[src/rtl/adder_arb.sv]
// adder_arb: two-requester round-robin front end to a single registered
// (W+1)-bit adder. One transaction is in flight at a time:
// IDLE (grant) -> EXEC (add) -> RESP (hold until rsp_ready).
module adder_arb #(
  parameter int W = 4
) (
  input  logic         clk,
  input  logic         rst,
  input  logic         req0_valid,
  input  logic [W-1:0] req0_a,
  input  logic [W-1:0] req0_b,
  output logic         req0_ready,
  input  logic         req1_valid,
  input  logic [W-1:0] req1_a,
  input  logic [W-1:0] req1_b,
  output logic         req1_ready,
  output logic         rsp_valid,
  output logic [W:0]   rsp_sum,
  output logic         rsp_id,
  input  logic         rsp_ready,
  output logic         busy,
  output logic [7:0]   done0_cnt,
  output logic [7:0]   done1_cnt
);

  typedef enum logic [1:0] {
    IDLE = 2'd0,
    EXEC = 2'd1,
    RESP = 2'd2
  } state_e;

  state_e       state_q, state_d;
  logic [W-1:0] a_q, a_d;
  logic [W-1:0] b_q, b_d;
  logic         id_q, id_d;
  logic [W:0]   sum_q, sum_d;
  logic         last_q, last_d;
  logic [7:0]   cnt0_q, cnt0_d;
  logic [7:0]   cnt1_q, cnt1_d;

  logic         grant_any;
  logic         grant_id;

  // Arbitration: a lone requester wins; on contention the one not served last wins.
  always_comb begin
    grant_any = req0_valid | req1_valid;
    grant_id  = 1'b0;
    if (req0_valid && req1_valid) begin
      grant_id = ~last_q;
    end else if (req1_valid) begin
      grant_id = 1'b1;
    end
  end

  // Next-state, datapath load and handshake outputs.
  always_comb begin
    state_d    = state_q;
    a_d        = a_q;
    b_d        = b_q;
    id_d       = id_q;
    sum_d      = sum_q;
    last_d     = last_q;
    cnt0_d     = cnt0_q;
    cnt1_d     = cnt1_q;
    req0_ready = 1'b0;
    req1_ready = 1'b0;
    rsp_valid  = 1'b0;

    case (state_q)
      IDLE: begin
        if (grant_any) begin
          req0_ready = ~grant_id;
          req1_ready = grant_id;
          a_d        = grant_id ? req1_a : req0_a;
          b_d        = grant_id ? req1_b : req0_b;
          id_d       = grant_id;
          state_d    = EXEC;
        end
      end
      EXEC: begin
        sum_d   = {1'b0, a_q} + {1'b0, b_q};
        state_d = RESP;
      end
      RESP: begin
        rsp_valid = 1'b1;
        if (rsp_ready) begin
          last_d  = id_q;
          state_d = IDLE;
          if (id_q) begin
            cnt1_d = cnt1_q + 8'd1;
          end else begin
            cnt0_d = cnt0_q + 8'd1;
          end
        end
      end
      default: begin
        state_d = IDLE;
      end
    endcase
  end

  // State and datapath registers; reset aborts any transaction in flight.
  always_ff @(posedge clk or posedge rst) begin
    if (rst) begin
      state_q <= IDLE;
      a_q     <= '0;
      b_q     <= '0;
      id_q    <= 1'b0;
      sum_q   <= '0;
      last_q  <= 1'b1;
      cnt0_q  <= '0;
      cnt1_q  <= '0;
    end else begin
      state_q <= state_d;
      a_q     <= a_d;
      b_q     <= b_d;
      id_q    <= id_d;
      sum_q   <= sum_d;
      last_q  <= last_d;
      cnt0_q  <= cnt0_d;
      cnt1_q  <= cnt1_d;
    end
  end

  assign busy      = (state_q != IDLE);
  assign rsp_sum   = sum_q;
  assign rsp_id    = id_q;
  assign done0_cnt = cnt0_q;
  assign done1_cnt = cnt1_q;

endmodule

[config.mk]
export PLATFORM = sky130hd
export DESIGN_NAME = adder_arb
export DESIGN_NICKNAME = d
export VERILOG_FILES = /design/src/rtl/adder_arb.sv
export SDC_FILE = /design/constraint.sdc
export NUM_CORES = 1
export LEC_CHECK = 0
export BUFFER_PORTS_ARGS = -buffer_cell sky130_fd_sc_hd__buf_2
export CORE_UTILIZATION = 40
export CTS_CLUSTER_SIZE = 14
export DETAILED_ROUTE_END_ITERATION = 12
export PLACE_DENSITY_LB_ADDON = 0.12
export SLEW_MARGIN = 20
export SYNTH_ARGS = -nofsm -noshare
export SYNTH_HDL_FRONTEND = slang
export SYNTH_SLANG_ARGS = --single-unit
[constraint.sdc]
create_clock -name clk -period 1.7 [get_ports clk]
set_input_delay 0.085 -clock clk [delete_from_list [all_inputs] [get_ports clk]]
set_output_delay 0.085 -clock clk [all_outputs]
set_load 0.01 [all_outputs]
# Word level (Yosys, flattened, before mapping)
# Cells that the tools add are included.
totals:
  out_inout_bits: 26
  wordCells: 39
  reg_bits: 33
  inputBits: 21
op_classes:
  bitwise_logic: 4
  reduce_logical: 8
  muxes: 12
  eq_ne: 4
  add_sub_neg: 3
op_table:
  columns: ["cell", "n"]
  rows:
  - ["adder 8 x 1 -> 8 bit (second input constant)", 2]
  - ["two-way mux 4 bit", 2]
  - ["two-way mux 1 bit", 7]
  - ["one-hot mux 2 bit (3 select lines)", 1]
  - ["AND reduction 2 bit", 3]
  - ["AND reduction 3 bit", 2]
  - ["adder 4 x 4 -> 5 bit", 1]
  - ["two-way mux 2 bit", 2]
  - ["inequality test 2 bit (second input constant)", 2]
  - ["inverter 1 bit", 3]
  - ["== test 2 x 1 -> 1 bit (second input constant)", 1]
  - ["== test 2 bit (second input constant)", 1]
  - ["zero test 2 bit", 1]
  - ["nonzero test 2 bit", 1]
  - ["logical AND 1 bit", 1]
  - ["bitwise OR 1 bit", 1]

# Longest topological paths before layout
# Gate-level depths: netlist (run 1).
logic_depth:
  word_depth: 5
  ltp_mapped: 6
  mapped_depth_nobuf: 6

# Worst setup path before layout (run 1)
# No wires, ideal clock.
synth_path:
  kind: "reg2reg"
  start: "register state_q[1]"
  end: "register a_q[0]"
  period_less_slack_ps: 1459
  setup_ps: 125
  path_stages_with_launch: 5
  t_arrival_ps: 1334
  t_required_ps: 1575
  path_buffers: 1
  setup_slack_ps: 241
  cell_sequence: "dfrtp_1 or2_1 nor2_2 buf_6 mux2_2"
synth_between:
  elab_chain_len: 2
synth_lines:
  columns: ["element", "line", "source"]
  rows:
  - ["from (decl)", "32", "state_e state_q, state_d;"]
  - ["from (signal assigned)", "114", "state_q <= state_d;"]
  - ["zero test 2 bit", "69", "case (state_q)"]
  - ["AND reduction 2 bit (no source line)", null, null]
  - ["to (signal assigned)", "106", "a_q <= '0;"]
  - ["to (signal assigned)", "115", "a_q <= a_d;"]
  - ["to (decl)", "33", "logic [W-1:0] a_q, a_d;"]
# Every way passes these cells.
# A chain may end at the register's enable or synchronous reset.

# Worst setup path in the final report (run 1)
layout_path:
  start: "register state_q[0]"
  end: "output port req1_ready"
layout_between:
  elab_chain_len: 2
layout_lines:
  columns: ["element", "line", "source"]
  rows:
  - ["zero test 2 bit", "69", null]
  - ["two-way mux 1 bit", "69", null]
  - ["to (decl)", "16", "output logic req1_ready,"]
# Every way passes these cells.

==> flow_summary.yaml, run 1 <==
outcome:
  status: "complete, no violations"
route:
  dr.pass1.iters: 3
  drt-total-wl_um: 3010
  drtAntennaViolNets: 0
  drc: 0
  num_vias: 1195
  vias_per_cell: 4.98
  wl_per_cell_um: 12.5
  drt_first_iter_violations: 41
sta:
  finalHoldViolCount: 0
  slew_headroom_pct: 72.5
  setup_viol: 0
  fmax_mhz: 617
  fin_crit_sh_pct: 95.4
  period_minus_slack_ns: 1.62
  fin_tns_setup_ns: 0
  finalClockSkew_ns: 0.00206
  tightest_slew_ns: 0.412
  final_max_slew_viol_count: 0
clock_tree:
  cts.htree.levels: 2
  post_cts_buffers: 0
  tritoncts: "yes"
  clk_latency_ns: 0.28
  cts_made_buffers: 5
  cts_max_path_buffers: 2
  cts_sinks: 33
  root_buffer: "clkbuf_8"
  cts.clk_slew.worst_paths_ns: 0.06
die:
  core_area_um2: 3800
  die_w_um: 65.9
  dieArea_um2: 4340
  rows: 22
  initial_core_util_pct: 43.0
  die_height_um: 65.9
  ios: 47
logic_synthesis:
  synthTopCellsByArea: "dfrtp_1 (49%), mux2_2 (9.0%), xnor2_1 (5.4%)"
  syn_inst: 137
  syn_area_per_cell_um2: 11.9
  synth_seq_area_share_pct: 50.7
  ys_warn_count: 0
  syn-num-nets: 165
  synth_top_area_share_pct: 49.1
  synth-seq-cells: 33
  syn_area_um2: 1630
  yosys.area.top_type: "dfrtp_1"
  yosysUniqueCellTypes: 35
grt:
  antenna_found_initial: 0
  grt_max_degree: 34
  grt_pass1_wl_um: 5240
  first_global_vias: 1213
  overflow: 0
  grt.total_usage_pct: 16.2
worst_setup_path:
  critical_path.max_stage_delay_ns: 0.43
  startpoint_type: "flop"
  arrival_ns: 1.54
  timing.critical_path.to_type: "output pin"
  slowest_stage: "dfrtp_1"
  required_ns: 1.62
  crit_chain: "or2_1 -> nor2_2 -> buf_6 -> and2_1 -> buf_2"
  timing.reg2reg.setup_slack_ns: 0.23
  cp_max_fo: 11
  worstSetupPathType: "flop to output pin"
cells_and_area:
  nFillCells: 354
  multi_input_area_um2: 746
  num_antenna_cells: 0
  fin_nets: 220
  mostFrequentLayoutCells: "buf_2 (46), dfrtp_1 (32), mux2_2 (13)"
  drive_gt1_share_pct: 39.1
  fin_cells: 240
  final_common_cell: "buf_2"
  register_area_um2: 827
  area_growth_pct: 24.2
place:
  port_buffers: 46
  place_congestion: 0.691
  dp_cells: 232
  dp.final_hpwl_um: 2260
power_and_ir_drop:
  power_leakage_nw: 1.03
  power_density_nw_per_um2: 1590
  peakVddDrop_v: 0.000752
  total_power_mw: 3.23
min_path:
  worst_hold_path_type: "input pin to flop"
run:
  cap_violations: 0
final cells by class:
type	instances	area share, %
inverters	7	1.30
multi-input cells	93	36.8
flip-flops and latches	33	40.8
repair buffers	52	13.9
clock buffers	7	4.26
well taps	48	2.96
critical path: cells and delay by family, from the launching register on:
| family | cells | cell delay [ns] |
|---|---|---|
| simple gates | 3 | 0.54 |
| flops | 1 | 0.43 |
| buf+inv | 2 | 0.29 |
flip-flops by register name, indices dropped and copies added, names as in the netlist:
name	cells
done0_cnt	8
done1_cnt	8
rsp_sum	5
a_q	4
b_q	4
state_q	2
last_q	1
rsp_id	1
cells in the mapped netlist:
master / count
a21boi_1: 1
a21oi_1: 4
and2_1: 2
and3_1: 1
and4_1: 1
and4b_1: 1
and4bb_1: 1
and4bb_2: 1
buf_2: 2
buf_6: 2
dfrtp_1: 32
dfstp_2: 1
fa_1: 1
ha_1: 6
inv_1: 7
mux2_1: 2
mux2_2: 13
mux2i_1: 4
nand2_1: 10
nand2b_1: 1
nand3_1: 5
nand4_1: 3
nand4b_2: 1
nor2_1: 4
nor2_2: 1
nor2b_1: 2
nor3_1: 3
nor4_2: 1
nor4bb_1: 1
o21ai_0: 5
or2_1: 1
or2b_1: 1
or4_1: 1
xnor2_1: 10
xor2_1: 5
routing by layer:
layer  GRT usage, %  part of all wire [%]  vias up
met5              0                     0        -
met4           8.70                   2.7        0
met3           4.31                   4.6       10
met2           27.3                    49       32
met1           18.5                    43      571
li1               -                     -      582
kinds of logic after synthesis:
| group | after synthesis | synth area share [%] |
|---|---|---|
| simple gates | 42 | 15.8 |
| flops | 33 | 50.7 |
| mux | 19 | 12.8 |
| xor+xnor | 15 | 8.05 |
| buf+inv | 11 | 3.60 |
| compound gates | 10 | 3.22 |
| fa+ha+maj | 7 | 5.83 |
worst paths after layout:
path,from,end,cells past startpoint
worst max-delay path,state_q[0]$_DFFE_PP0P_,req1_ready,5
worst min-delay path,rsp_ready,state_q[1]$_DFFE_PP0P_,2
worst max register to register,state_q[0]$_DFFE_PP0P_,b_q[2]$_DFFE_PP0P_,4
worst min register to register,done1_cnt[7]$_DFFE_PP0P_,done1_cnt[7]$_DFFE_PP0P_,1
max in group asynchronous,rst,last_q$_DFFE_PP1P_,4
min in group asynchronous,rst,done1_cnt[4]$_DFFE_PP0P_,4
power by group:
part | switching (mW) | internal (mW)
clock network | 0.255 | 0.321
registers | 0.223 | 1.08
logic | 0.665 | 0.684
per-stage QoR:
stage | utilization (%) | setup WS [ns] | instance area, µm² | hold slack [ns]
2_1_floorplan | - | 0.241 | 1630 | 0.192
3_3_place_gp | 50.7 | 0.265 | 1930 | 0.193
3_5_place_dp | 50.7 | 0.235 | 1930 | 0.204
4_1_cts | 53.3 | 0.0544 | 2020 | 0.0784
5_1_grt | 53.4 | -0.00453 | 2030 | 0.106
6_report | 53.4 | 0.0785 | 2030 | 0.0796
repair_timing:
item / CTS / global route
hold endpoints to repair: 32 / 0
resized for setup: 0 / 1
endpoints found under the setup margin: 0 / 1
hold buffers: 1 / 0
No activity file was read; power rests on OpenSTA's default activity.
==> run 2, diff against run 1 <==
PLACE_DENSITY_LB_ADDON = unset   (was 0.12)
==> run 2 against run 1 <==
  * Die area unchanged
  * Cell area increased by 0.80%
  * Sequential share of layout area decreased by 0.20 points
  * Clock skew increased by 0.0054 ns
  * Total power increased by 2.0%
  * Count of clock-buffer cells in the layout unchanged
  * Global-route usage increased by 0.055 points
  * Clock power increased by 10%
  * Register-to-register slack got worse by 0.02 ns
  * Worst hold slack got worse by 0.030 ns
  * First-iteration DRC count increased by 9.8%
==> flow_summary.yaml, run 2 (synthesis results as in run 1) <==
route:
  drtAntennaViolNets: 0
  drc: 0
  drt-total-wl_um: 3040
  dr.pass1.iters: 5
  wl_per_cell_um: 12.7
  drt_first_iter_violations: 45
  num_vias: 1142
  vias_per_cell: 4.78
sta:
  fin_tns_setup_ns: 0
  rsz0062_at_grt: "false"
  timing.final.ws_setup_ns: 0.0800
  finalHoldViolCount: 0
  tightest_slew_ns: 0.418
  final_max_slew_viol_count: 0
  fin_crit_sh_pct: 95.3
  hold_ws_ns: 0.0492
  finalClockSkew_ns: 0.00745
  slew_headroom_pct: 72.1
  setup_viol: 0
  fmax_mhz: 617
  period_minus_slack_ns: 1.62
worst_setup_path:
  worstSetupPathType: "flop to output pin"
  required_ns: 1.62
  arrival_ns: 1.54
  timing.critical_path.to_type: "output pin"
  startpoint_type: "flop"
  timing.reg2reg.setup_slack_ns: 0.21
  cp_max_fo: 11
die:
  die_w_um: 65.9
  die_height_um: 65.9
  rows: 22
  core_area_um2: 3800
  dieArea_um2: 4340
  ios: 47
  initial_core_util_pct: 43.0
run:
  cap_violations: 0
grt:
  grt_pass1_wl_um: 5260
  grt_max_degree: 34
  overflow: 0
  antenna_found_initial: 0
  first_global_vias: 1186
  grt.total_usage_pct: 16.3
cells_and_area:
  fin_cells: 239
  drive_gt1_share_pct: 41.4
  final_util_pct: 53.8
  nFillCells: 367
  fin_nets: 218
  final_common_cell: "buf_2"
  num_antenna_cells: 0
  area_growth_pct: 25.2
  mostFrequentLayoutCells: "buf_2 (46), dfrtp_1 (30), mux2_2 (13)"
clock_tree:
  cts_sinks: 33
  root_buffer: "clkbuf_8"
  clk_latency_ns: 0.28
  cts_made_buffers: 5
  cts.htree.levels: 2
  cts_max_path_buffers: 2
  post_cts_buffers: 0
  tritoncts: "yes"
  cts.clk_slew.worst_paths_ns: 0.07
place:
  dp_cells: 230
  dp.final_hpwl_um: 2310
  port_buffers: 46
  place_congestion: 0.706
  pre_cts_ws_ns: -0.262
power_and_ir_drop:
  power_leakage_nw: 1.03
  peakVddDrop_v: 0.000789
  power_density_nw_per_um2: 1610
outcome:
  status: "complete, no violations"
min_path:
  worst_hold_path_type: "input pin to flop"
run 2: worst max-delay path, cell delays in order, from the launching register on:
cell and delay, ns:
dfrtp_2 0.45, or2_4 0.26, nor2_2 0.12, buf_6 0.16
and2_1 0.13, buf_2 0.12
run 2: repair_timing:
| item | in CTS | in global routing |
|---|---|---|
| pin swaps | 0 | 1 |
| resized for setup | 2 | 4 |
| hold buffers | 1 | 0 |
| endpoints found under the hold margin | 32 | 0 |
| setup endpoints to repair | 8 | 7 |
| cloned | 0 | 0 |
run 2: per-stage QoR:
step | area (µm²) | power [mW]
after floorplan | 1630 | 2.23
after global placement | 1910 | 2.59
after detailed placement | 1910 | 2.64
after CTS | 2030 | 3.30
after global routing | 2040 | 3.59
final | 2040 | 3.29
run 2: final timing paths:
check                                               from                  endpoint  depth (start not counted)
worst max-delay path              state_q[1]$_DFFE_PP0P_                req1_ready                          5
worst min-delay path                           rsp_ready    state_q[1]$_DFFE_PP0P_                          2
worst max register to register        last_q$_DFFE_PP1P_        a_q[2]$_DFFE_PP0P_                          3
worst min register to register  done1_cnt[7]$_DFFE_PP0P_  done1_cnt[7]$_DFFE_PP0P_                          1
max in group asynchronous                            rst        last_q$_DFFE_PP1P_                          4
min in group asynchronous                            rst  done1_cnt[2]$_DFFE_PP0P_                          4
run 2: final cells by class:
| cell class | count | area [µm²] | area share, % |
|---|---|---|---|
| repair buffers | 50 | 267 | 13.0 |
| well taps | 48 | 60.1 | 2.94 |
| inverters | 7 | 26.3 | 1.29 |
| multi-input cells | 93 | 759 | 37.2 |
| clock buffers | 7 | 96.3 | 4.72 |
| clock inverters | 1 | 5.00 | 0.245 |
| flip-flops and latches | 33 | 830 | 40.6 |
run 2: layer usage:
layer / track usage [%] / up-vias / wire length (µm)
li1: - / 575 / -
met1: 20.4 / 531 / 1410
met2: 26.7 / 31 / 1420
met3: 5.52 / 5 / 167
met4: 4.08 / 0 / 41
met5: 0 / - / 0
run 2: power breakdown:
| part | switching [mW] | internal [mW] |
|---|---|---|
| clock | 0.269 | 0.366 |
| sequential | 0.249 | 1.09 |
| combinational | 0.643 | 0.679 |
| total | 1.16 | 2.13 |
==> run 3, diff against run 2 <==
SETUP_SLACK_MARGIN = 0.1   (was unset)
==> run 3 against run 2 <==
  * Setup slack better by 0.11 ns
  * Maximum frequency is 7.0% higher
  * Cell area is 2.6% higher
  * Sequential power hardly changed
  * Critical path type unchanged
  * Total power is 3.5% higher
  * Cell count is 2.9% higher
==> flow_summary.yaml, run 3 (synthesis results as in run 1) <==
min_path:
  hold_start: "rsp_ready"
  hold_depth: 2
  hold_end: "state_q[1]$_DFFE_PP0P_"
  worst_hold_path_type: "input pin to flop"
worst_setup_path:
  worstSetupPathType: "flop to output pin"
  crit_start: "state_q[1]$_DFFE_PP0P_"
  crit_chain: "or2_4 -> nor2_2 -> buf_6 -> and2_1 -> buf_2"
  slowest_stage: "dfrtp_2"
  required_ns: 1.62
  critical_path.max_stage_delay_ns: 0.41
  r2r-start: "state_q[0]$_DFFE_PP0P_"
  timing.critical_path.to_type: "output pin"
  arrival_ns: 1.43
  r2r_end: "done0_cnt[1]$_DFFE_PP0P_"
  reg2reg_depth: 3
  startpoint_type: "flop"
  timing.reg2reg.setup_slack_ns: 0.20
  cp_max_fo: 5
cells_and_area:
  mostFrequentLayoutCells: "buf_2 (46), dfrtp_1 (30), mux2_2 (13)"
  final_util_pct: 55.2
  final_area_um2: 2100
  num_antenna_cells: 0
  nFillCells: 362
  drive_gt1_share_pct: 43.4
  fin_nets: 225
  area_growth_pct: 28.5
  fin_cells: 246
  final_common_cell: "buf_2"
grt:
  grt.total_usage_pct: 16.7
  grt_max_degree: 34
  first_global_vias: 1208
  grt_pass1_wl_um: 5410
  antenna_found_initial: 0
  overflow: 0
sta:
  rsz0062_at_grt: "false"
  fin_crit_sh_pct: 89.0
  setup_viol: 0
  hold_ws_ns: 0.0491
  finalClockSkew_ns: 0.00774
  fmax_mhz: 661
  period_minus_slack_ns: 1.51
  tightest_slew_ns: 0.420
  slew_headroom_pct: 72.0
  final_max_slew_viol_count: 0
  finalHoldViolCount: 0
clock_tree:
  cts_sinks: 33
  cts_made_buffers: 5
  clk_latency_ns: 0.28
  tritoncts: "yes"
  cts.clk_slew.worst_paths_ns: 0.07
  cts_max_path_buffers: 2
  cts.htree.levels: 2
  root_buffer: "clkbuf_8"
route:
  wl_per_cell_um: 12.6
  highest_layer: "met4"
  drc: 0
  vias_per_cell: 4.83
  routed-wl-met3_um: 169
  dr.pass1.iters: 3
  wl_met2_um: 1450
  drt_first_iter_violations: 40
  wl_met1_um: 1440
  num_vias: 1188
  drtAntennaViolNets: 0
  drt-total-wl_um: 3100
die:
  rows: 22
  dieArea_um2: 4340
  die_w_um: 65.9
  die_height_um: 65.9
  ios: 47
  initial_core_util_pct: 43.0
  core_area_um2: 3800
place:
  dp.final_hpwl_um: 2310
  port_buffers: 46
  place_congestion: 0.706
  dp_cells: 230
  place_area_um2: 1910
run:
  cap_violations: 0
power_and_ir_drop:
  peakVddDrop_v: 0.000729
  power_leakage_nw: 1.06
  power_density_nw_per_um2: 1630
outcome:
  status: "complete, no violations"
-- run 3: worst max path at each step --
stage                                     to  slack, ns  cells after the start
after global placement    b_q[0]$_DFFE_PP0P_      -0.16                      3
after CTS                         req1_ready       0.13                      5
after global routing              req1_ready       0.10                      5
after detailed placement  b_q[3]$_DFFE_PP0P_      -0.26                      3
final                             req1_ready       0.19                      5
after floorplan           a_q[0]$_DFFE_PP0P_       0.24                      4
-- run 3: metrics by stage --
step	total power, mW	setup TNS (ns)	setup slack, ns
after floorplan	2.23	0	0.241
after global placement	2.59	-0.964	-0.162
after detailed placement	2.64	-1.53	-0.262
after CTS	3.39	0	0.131
after global routing	3.72	0	0.103
final	3.41	0	0.187
-- run 3: where the power goes --
part	total (mW)	internal, mW	switching, mW
Clock	0.637	0.366	0.272
Combinational	1.46	0.774	0.682
Sequential	1.32	1.09	0.228
Total	3.41	2.23	1.18
-- run 3: layout make-up --
| class | instances | area [µm²] | area share, % |
|---|---|---|---|
| flip-flops and latches | 33 | 830 | 39.6 |
| multi-input cells | 93 | 759 | 36.2 |
| repair buffers | 57 | 319 | 15.2 |
| clock buffers | 7 | 96.3 | 4.60 |
| well taps | 48 | 60.1 | 2.87 |
| inverters | 7 | 26.3 | 1.25 |
| clock inverters | 1 | 5.00 | 0.239 |
-- run 3: metal layers --
metal / vias to the layer above / global-route usage [%]
met2: 31 / 27.2
met3: 5 / 5.52
met4: 0 / 4.08
met1: 559 / 21.1
met5: - / 0
li1: 593 / -
-- run 3: critical path, delay by kind of cell (launching register included) --
family	cells	cell delay [ns]
buffers and inverters	2	0.24
AND/OR/NAND/NOR	3	0.50
flip-flops	1	0.41
-- run 3: repair_timing --
item / in CTS / in global routing
gates resized for setup: 4 / 2
endpoints found under the setup margin: 10 / 7
endpoints found under the hold margin: 32 / 0
hold buffers: 1 / 0
setup buffers: 4 / 3
